**src/rtl/freq_meter.sv**
```systemverilog
// rtl/freq_meter.sv - counts rising edges of sig_in over a GATE-cycle window and reports a frequency code
module freq_meter #(
   parameter int GATE    = 1250,
   parameter int W       = 7,
   parameter int TIMEOUT = 2500
) (
   input  logic         clk,
   input  logic         rst,
   input  logic         en,
   input  logic         sig_in,
   output logic [W-1:0] code,
   output logic         valid,
   output logic         ovf,
   output logic         nosig,
   output logic         busy
);
   localparam int GW = (GATE > 1) ? $clog2(GATE) : 1;
   localparam int TW = (TIMEOUT > 1) ? $clog2(TIMEOUT) : 1;
   localparam logic [GW-1:0] GATE_LAST = GW'(GATE - 1);
   localparam logic [TW-1:0] TO_LAST   = TW'(TIMEOUT - 1);
   localparam logic [W-1:0]  CNT_MAX   = '1;

   typedef enum logic [1:0] {S_IDLE, S_ARM, S_GATE} state_t;

   state_t        state_q;
   logic          s1_q, s2_q, s3_q;
   logic [TW-1:0] to_cnt_q;
   logic [GW-1:0] gate_cnt_q;
   logic [W-1:0]  edge_cnt_q, edge_cnt_d;
   logic          sat_q, sat_d;
   logic [W-1:0]  code_q;
   logic          valid_q, ovf_q, nosig_q, busy_q;
   logic          sig_edge;

   assign sig_edge = s2_q & ~s3_q;

   // Saturating count including this cycle's edge, so the last window cycle still counts.
   always_comb begin
      edge_cnt_d = edge_cnt_q;
      sat_d      = sat_q;
      if (sig_edge) begin
         if (edge_cnt_q == CNT_MAX) sat_d = 1'b1;
         else                       edge_cnt_d = edge_cnt_q + W'(1);
      end
   end

   always_ff @(posedge clk) begin
      if (rst) begin
         state_q    <= S_IDLE;
         s1_q       <= 1'b0;
         s2_q       <= 1'b0;
         s3_q       <= 1'b0;
         to_cnt_q   <= '0;
         gate_cnt_q <= '0;
         edge_cnt_q <= '0;
         sat_q      <= 1'b0;
         code_q     <= '0;
         valid_q    <= 1'b0;
         ovf_q      <= 1'b0;
         nosig_q    <= 1'b0;
         busy_q     <= 1'b0;
      end else begin
         s1_q    <= sig_in;
         s2_q    <= s1_q;
         s3_q    <= s2_q;
         valid_q <= 1'b0;
         case (state_q)
            S_IDLE: begin
               if (en) begin
                  state_q  <= S_ARM;
                  busy_q   <= 1'b1;
                  to_cnt_q <= '0;
               end
            end
            S_ARM: begin
               if (!en) begin
                  state_q <= S_IDLE;
                  busy_q  <= 1'b0;
               end else if (sig_edge) begin
                  state_q    <= S_GATE;
                  gate_cnt_q <= '0;
                  edge_cnt_q <= '0;
                  sat_q      <= 1'b0;
               end else if (to_cnt_q == TO_LAST) begin
                  code_q   <= '0;
                  ovf_q    <= 1'b0;
                  nosig_q  <= 1'b1;
                  valid_q  <= 1'b1;
                  to_cnt_q <= '0;
               end else begin
                  to_cnt_q <= to_cnt_q + TW'(1);
               end
            end
            S_GATE: begin
               if (!en) begin
                  state_q <= S_IDLE;
                  busy_q  <= 1'b0;
               end else begin
                  gate_cnt_q <= gate_cnt_q + GW'(1);
                  edge_cnt_q <= edge_cnt_d;
                  sat_q      <= sat_d;
                  if (gate_cnt_q == GATE_LAST) begin
                     code_q   <= edge_cnt_d;
                     ovf_q    <= sat_d;
                     nosig_q  <= 1'b0;
                     valid_q  <= 1'b1;
                     state_q  <= S_ARM;
                     to_cnt_q <= '0;
                     sat_q    <= 1'b0;
                  end
               end
            end
            default: begin
               state_q <= S_IDLE;
               busy_q  <= 1'b0;
            end
         endcase
      end
   end

   assign code  = code_q;
   assign valid = valid_q;
   assign ovf   = ovf_q;
   assign nosig = nosig_q;
   assign busy  = busy_q;
endmodule
```
**config.mk**
```make
export PLATFORM = sky130hd
export DESIGN_NAME = freq_meter
export DESIGN_NICKNAME = d
export VERILOG_FILES = /design/src/rtl/freq_meter.sv
export SDC_FILE = /design/constraint.sdc
export NUM_CORES = 1
export LEC_CHECK = 0
export ABC_CLOCK_PERIOD_IN_PS = 2540
export CAP_MARGIN = 20
export CORE_MARGIN = 2
export CORE_UTILIZATION = 59
export CTS_BUF_LIST = sky130_fd_sc_hd__clkbuf_4 sky130_fd_sc_hd__clkbuf_8 sky130_fd_sc_hd__clkbuf_16
export CTS_CLUSTER_DIAMETER = 50
export DETAILED_ROUTE_END_ITERATION = 6
export GPL_ROUTABILITY_DRIVEN = 0
export GPL_TIMING_DRIVEN = 0
export HOLD_SLACK_MARGIN = 0.12
export PLACE_DENSITY = 0.79
export SYNTH_ARGS = -nofsm -noshare
export SYNTH_HDL_FRONTEND = slang
export SYNTH_SLANG_ARGS = --single-unit
export TNS_END_PERCENT = 20
```
**constraint.sdc**
```tcl
create_clock -name clk -period 2.54 [get_ports clk]
set_input_delay 0.635 -clock clk [delete_from_list [all_inputs] [get_ports clk]]
set_output_delay 0.635 -clock clk [all_outputs]
set_load 0.005 [all_outputs]
```
# Word-level counts from Yosys, hierarchy flattened
# Cells that the tools add are included.
# op_classes
addsub	3
eq_ne	15
muxes	57
bitwise_logic	2
reduce_logical	9
# ops
op	n
12-bit two-way mux	6
7-bit two-way mux	10
12-bit one-hot mux with 3 select lines	1
11-bit two-way mux	3
7-bit one-hot mux with 2 select lines	2
1-bit two-way mux	23
11-bit one-hot mux with 2 select lines	1
2-bit != test (second input constant)	8
12-bit by 1-bit adder with 12-bit output (second input constant)	1
12-bit equality test (second input constant)	1
6-bit AND reduction	2
11-bit by 1-bit adder with 11-bit output (second input constant)	1
11-bit equality test (second input constant)	1
2-bit two-way mux	5
1-bit one-hot mux with 2 select lines	5
7-bit by 1-bit adder with 7-bit output (second input constant)	1
7-bit equality test (second input constant)	1
3-bit != test (second input constant)	2
2-bit one-hot mux with 3 select lines	1
4-bit AND reduction	1
3-bit AND reduction	1
3-bit nonzero test	1
2-bit by 1-bit equality test with 1-bit output (second input constant)	1
2-bit equality test (second input constant)	1
other kinds (6)	6
# totals
ff_bits	47
in_bits	4
output_inout_bits	11
word_cells	99

# Longest topological paths before layout
# Gate-level depths: netlist of run 1.
# depth
depth_word	6
ltp_mapped	9
depth_no_buf	7

# Least setup slack after synthesis of run 1
# Ideal clock, no wire load.
# synth_timing
kind	input port to flip-flop
startpoint	input port en
endpoint	register to_cnt_q[8]
setup_ns	0.070
arrival_time_ns	2.219
required_ns	2.470
path_slack_ns	0.251
stages	6
path_buffers	1
path_cell_list	buf_2 -> nor2b_1 -> a41oi_4 -> or4_4 -> or4_1 -> a21oi_1
# synth_between
elab_chain_len	2
word_cells_on_any_way	4
cone_classes	eq/ne: 3; reduce/logical: 1
# synth_lines
item	line	text
start: declaration	9	input logic en,
2-bit != test (no line)	--	
6-bit AND reduction (no line) (*)	--	
end signal: assignment	91	to_cnt_q <= to_cnt_q + TW'(1);
end: declaration	27	logic [TW-1:0] to_cnt_q;
# Mark *: on every way between the ends. The rest lies on a longest branch, timed or not.
# A chain may end at the register's enable or synchronous reset.

# Worst setup path after layout of run 1
# layout_timing
startpoint	register gate_cnt_q[0]
endpoint	register to_cnt_q[8]
# layout_between
elab_chain_len	3
# layout_lines
item	line	text
start: declaration	28	logic [GW-1:0] gate_cnt_q;
start signal: assignment	99	gate_cnt_q <= gate_cnt_q + GW'(1);
11-bit equality test	102	if (gate_cnt_q == GATE_LAST) begin
2-bit != test (no line)	--	
6-bit AND reduction (no line)	--	
# Every way passes these cells.

==> results.json, run 1 <==
{
  "post_cts_buffers": 0,
  "final_common_cell": "dfxtp_1",
  "cts_buffers": 5,
  "clk_pin_slew_worst_paths_ns": 0.09,
  "drive_gt1_share_pct": 6.897,
  "setup_viol": 0,
  "synth_edf_count": 0,
  "core.rowCount": 23,
  "wl_mm": 5.578,
  "async_reset_ff_share_pct": 0,
  "rsz0062_at_grt": "no",
  "fmax_mhz": 416.3,
  "hold_path_depth": 1,
  "fillers": 336,
  "die_h_um": 68.32,
  "ys_seq_area_share_pct": 38.54,
  "layout_worst_path_cycle_share_pct": 94.57,
  "cp.arrival_ns": 2.64,
  "final_antenna_net_count": 0,
  "antenna_cells": 0,
  "synth_cells": 299,
  "synth.distinct_cells": 47,
  "cp.required_ns": 2.78,
  "die_w_um": 68.32,
  "slew_viol_final": 0,
  "critPathKind": "reg2reg",
  "power_density_nw_per_um2": 547.2,
  "vias_per_cell": 6.060,
  "layout_common_cells": "dfxtp_1 (47), a21oi_1 (33), nor2_1 (31), o21ai_0 (20), nand2_1 (19)",
  "hold_buffers": 0,
  "drt-pass1-iter-count": 4,
  "post-route-min-period_ns": 2.402,
  "htreeDepth": 2,
  "yosysWarnings": 0,
  "hold_viol": 0,
  "tightest_slew_ns": 0.7089,
  "numClockSinks": 47,
  "slew_headroom_pct": 52.34,
  "clk_latency_ns": 0.30,
  "grt_max_degree": 16,
  "dpl_worst_slack_ns": -0.02427,
  "peakVddDrop_v": 0.0004875,
  "cts_tree": "yes",
  "area_growth_pct": 14.04,
  "start_util_pct": 61.03,
  "reg2reg_depth": 6,
  "grt-ovfl-total": 0,
  "cts_root_buf": "clkbuf_8",
  "p_leak_nw": 0.9209,
  "grt_pass1_vias": 2010,
  "final_cells": 369,
  "hold_path.class": "reg2reg",
  "wire_per_inst_um": 15.12,
  "crit_path_end_kind": "flop",
  "grt_pass1_wl_mm": 9.294,
  "critPathMaxFanout": 10,
  "dpl.cell_count": 362,
  "port_buffers": 13,
  "synth-seq-cells": 47,
  "drt_first_iter_violations": 180,
  "synth_area_um2": 2441,
  "num_vias": 2236,
  "dieArea_um2": 4668,
  "setup_tns_ns": 0,
  "core_area_um2": 4000,
  "clockBufferDepth": 2,
  "fin_nets": 330,
  "ios": 15,
  "synth_top_flop_cell": "dfxtp_1",
  "avgSynthCellArea_um2": 8.164,
  "synth_nets": 311,
  "skew_ns": 0.009706,
  "dp_hpwl_mm": 3.962,
  "timing.final.ws_setup_ns": 0.1379,
  "antenna_found_initial": 0,
  "maxCapViolations": 0,
  "route.detailed.drc": 0,
  "status": "completed",
  "fin_hold_ws_ns": 0.4543,
  "start_kind": "flop",
  "grt_usage_pct": 26.61
}
## critical path, stage by stage (launching register included)
cell and delay, ns:
dfxtp_1 0.47, ha_1 0.20, and4b_1 0.29, a41oi_4 0.22, or4_4 0.51, or4_1 0.51
a21oi_1 0.14
## registers in the layout, summed over array words and instances (netlist names), 2 cells and up
register / count
gate_cnt_q: 11
to_cnt_q: 12
state_q: 2
code: 7
edge_cnt_q: 7
## metrics by stage
stage                     utilization, %  total power, W  area [µm²]
after floorplan                        -       0.0008513        2441
after global placement             65.84       0.0008835        2634
after detailed placement           65.84       0.0008853        2634
after CTS                          69.41        0.001532        2776
after global routing               69.60        0.001570        2784
final                              69.60        0.001523        2784
## report_power, final
group / internal (W) / switching, W / leakage, nW / total [W]
combinational: 0.0000415 / 0.0000798 / 0.477 / 0.000121
clock: 0.000392 / 0.000259 / 0.0644 / 0.000652
sequential: 0.000744 / 0.00000667 / 0.379 / 0.000750
## synth_stat cells (2+ instances only)
library cell	n	share of area (%)
a21oi_1	33	6.8
and3_1	2	0.51
xor2_1	4	1.4
nor3_1	9	1.8
o21ai_0	20	4.1
inv_1	14	2.2
o2111ai_1	2	0.72
nand3_1	11	2.3
nand2b_1	3	0.77
nor2_1	31	4.8
or3_1	6	1.5
dfxtp_1	47	39
nand4_1	14	3.6
a21o_1	2	0.61
clkbuf_1	12	1.8
a31oi_1	4	1.0
mux2i_1	5	2.1
nor4_1	5	1.3
ha_1	8	4.1
nand2_1	19	2.9
a22oi_1	3	0.92
xnor2_1	6	2.2
nand3b_1	4	1.2
nor2b_1	9	2.3
or4_1	2	0.61
o211ai_1	2	0.61
and2_1	2	0.51
## layer usage
| layer | track usage (%) | up-vias | wire length (µm) |
|---|---|---|---|
| met5 | 0 | - | 0 |
| met4 | 8.750 | 0 | 85 |
| met3 | 5.099 | 11 | 243 |
| met2 | 40.90 | 57 | 2544 |
| met1 | 37.31 | 1050 | 2704 |
| li1 | - | 1118 | - |
## kinds of logic after synthesis
group | Yosys count | synth area share, %
compound gates | 77 | 19.73
buf+inv | 27 | 4.203
mux | 6 | 2.512
xor+xnor | 10 | 3.588
fa+ha+maj | 8 | 4.101
simple gates | 124 | 27.32
flops | 47 | 38.54
## final cells by class
| class | count | area (µm²) | share of cell area (%) |
|---|---|---|---|
| plain buffers | 12 | 50.05 | 1.798 |
| clock buffers | 5 | 68.82 | 2.472 |
| clock inverters | 3 | 67.56 | 2.427 |
| inverters | 14 | 52.55 | 1.888 |
| multi-input cells | 225 | 1411 | 50.70 |
| flip-flops and latches | 47 | 940.9 | 33.80 |
| well taps | 50 | 62.56 | 2.247 |
| repair buffers | 13 | 130.1 | 4.674 |
## worst paths after layout
kind | slack, ns | startpoint | end
worst max-delay path | 0.14 | gate_cnt_q[0] | to_cnt_q[8]
worst min-delay path | 0.45 | s1_q | s2_q
worst max register to register | 0.14 | gate_cnt_q[0] | to_cnt_q[8]
worst min register to register | 0.45 | s1_q | s2_q
## what timing repair did
| action | 4_1_cts | 5_1_grt |
|---|---|---|
| pin swaps | 0 | 0 |
| gates resized for setup | 1 | 8 |
| setup endpoints to repair | 6 | 11 |
(Power assumes the default switching activity.)
==> run 2: changes to the inputs <==
--- a/config.mk
+++ b/config.mk
@@ -5,11 +5,11 @@
 export SDC_FILE = /design/constraint.sdc
 export NUM_CORES = 1
 export LEC_CHECK = 0
-export ABC_CLOCK_PERIOD_IN_PS = 2540
+export ABC_CLOCK_PERIOD_IN_PS = 2600
 export CAP_MARGIN = 20
 export CORE_MARGIN = 2
 export CORE_UTILIZATION = 59
-export CTS_BUF_LIST = sky130_fd_sc_hd__clkbuf_4 sky130_fd_sc_hd__clkbuf_8 sky130_fd_sc_hd__clkbuf_16
+export CTS_BUF_LIST = sky130_fd_sc_hd__clkbuf_8
 export CTS_CLUSTER_DIAMETER = 50
 export DETAILED_ROUTE_END_ITERATION = 6
 export GPL_ROUTABILITY_DRIVEN = 0
==> constraint.sdc (replaced) <==
create_clock -name clk -period 2.6 [get_ports clk]
set_input_delay 0.65 -clock clk [delete_from_list [all_inputs] [get_ports clk]]
set_output_delay 0.65 -clock clk [all_outputs]
set_load 0.005 [all_outputs]
==> results.json, run 2 (same netlist as run 1, synthesis figures left out) <==
{
  "peakVddDrop_v": 0.0004763,
  "grt_max_degree": 16,
  "status": "completed",
  "start_util_pct": 61.03,
  "wire_per_inst_um": 15.18,
  "largest_reg_flops": 12,
  "rsz0062_at_grt": "no",
  "post_cts_buffers": 0,
  "fillers": 340,
  "registers.top_by_ff_count": "to_cnt_q",
  "vias_per_cell": 6.070,
  "fin_hold_ws_ns": 0.4544,
  "drive_gt1_share_pct": 5.919,
  "num_vias": 2252,
  "reg2reg_depth": 8,
  "core_area_um2": 4000,
  "htreeDepth": 2,
  "power_density_nw_per_um2": 536.7,
  "critPathMaxFanout": 10,
  "skew_ns": 0.01158,
  "fmax_mhz": 406.1,
  "start_kind": "flop",
  "grt_pass1_vias": 2012,
  "hold_path.class": "reg2reg",
  "area_growth_pct": 13.84,
  "cts_tree": "yes",
  "fin_nets": 332,
  "p_leak_nw": 0.9184,
  "antenna_found_initial": 0,
  "core.rowCount": 23,
  "antenna_cells": 0,
  "hold_path_depth": 1,
  "final_common_cell": "dfxtp_1",
  "grt_pass1_wl_mm": 9.280,
  "clockBufferDepth": 2,
  "reg.largest.list": "to_cnt_q x12, gate_cnt_q x11",
  "die_h_um": 68.32,
  "tightest_slew_ns": 0.8281,
  "cp.required_ns": 2.84,
  "dieArea_um2": 4668,
  "layout_common_cells": "dfxtp_1 (47), a21oi_1 (33), nor2_1 (31), o21ai_0 (20), nand2_1 (19)",
  "dpl.cell_count": 362,
  "slew_headroom_pct": 44.46,
  "final_cells": 371,
  "grt-ovfl-total": 0,
  "critPathKind": "reg2reg",
  "numClockSinks": 47,
  "cts_root_buf": "clkbuf_8",
  "hold_viol": 0,
  "grt_usage_pct": 26.61,
  "timing.final.ws_setup_ns": 0.1373,
  "cts_buffers": 5,
  "post-route-min-period_ns": 2.463,
  "setup_tns_ns": 0,
  "final_antenna_net_count": 0,
  "dpl_worst_slack_ns": 0.03573,
  "drt-pass1-iter-count": 4,
  "cp.arrival_ns": 2.70,
  "clk_pin_slew_worst_paths_ns": 0.09,
  "setup_viol": 0,
  "port_buffers": 13,
  "clk_latency_ns": 0.31,
  "maxCapViolations": 0,
  "wl_mm": 5.630,
  "drt_first_iter_violations": 188,
  "die_w_um": 68.32,
  "slew_viol_final": 0,
  "crit_path_end_kind": "flop",
  "route.detailed.drc": 0,
  "layout_worst_path_cycle_share_pct": 94.72,
  "ios": 15,
  "dp_hpwl_mm": 3.962
}
==> run 2: stage by stage <==
| stage | util, % | total power, W | area [µm²] |
|---|---|---|---|
| final | 69.47 | 0.001491 | 2779 |
| after global routing | 69.47 | 0.001533 | 2779 |
| after CTS | 69.25 | 0.001496 | 2770 |
| after detailed placement | 65.84 | 0.0008649 | 2634 |
| after global placement | 65.84 | 0.0008632 | 2634 |
| after floorplan | - | 0.0008317 | 2441 |
==> run 2: per-layer routing <==
metal | GRT usage (%) | part of all wire [%] | up-vias
met2 | 40.90 | 45 | 60
met4 | 8.750 | 1.7 | 0
met3 | 5.099 | 4.6 | 10
met5 | 0 | 0 | -
li1 | - | - | 1120
met1 | 37.31 | 48 | 1062
==> run 2: area by class of cell <==
type                    instances  area (µm²)  area share [%]
multi-input cells             225        1400           50.38
flip-flops and latches         47       940.9           33.86
repair buffers                 14       135.1           4.863
clock buffers                   5       68.82           2.476
clock inverters                 3       67.56           2.431
well taps                      50       62.56           2.251
inverters                      14       52.55           1.891
plain buffers                  13       51.30           1.846
==> run 2: final timing paths <==
| path | endpoint | from | slack [ns] |
|---|---|---|---|
| setup reg to reg | to_cnt_q[8] | state_q[0] | 0.14 |
| hold / removal | s2_q | s1_q | 0.45 |
| hold reg to reg | s2_q | s1_q | 0.45 |
| setup / recovery | to_cnt_q[8] | state_q[0] | 0.14 |
==> run 2: where the power goes <==
part           internal (W)  leakage [nW]  switching (W)
Sequential         0.000727         0.379     0.00000653
Clock              0.000383        0.0644       0.000256
Combinational     0.0000404         0.475      0.0000779
==> run 2: critical path, stage by stage, from the launching register on <==
cell      delay [ns]
dfxtp_1         0.39
inv_1           0.11
ha_1            0.20
clkbuf_1        0.22
nor2b_2         0.23
a41oi_4         0.09
or4_4           0.50
or4_1           0.51
a21oi_1         0.14
==> run 2: what timing repair did <==
| item | CTS | global route |
|---|---|---|
| resized for setup | 0 | 3 |
| setup endpoints to repair | 0 | 2 |
| hold endpoints to repair | 0 | 0 |
| hold buffers | 0 | 0 |
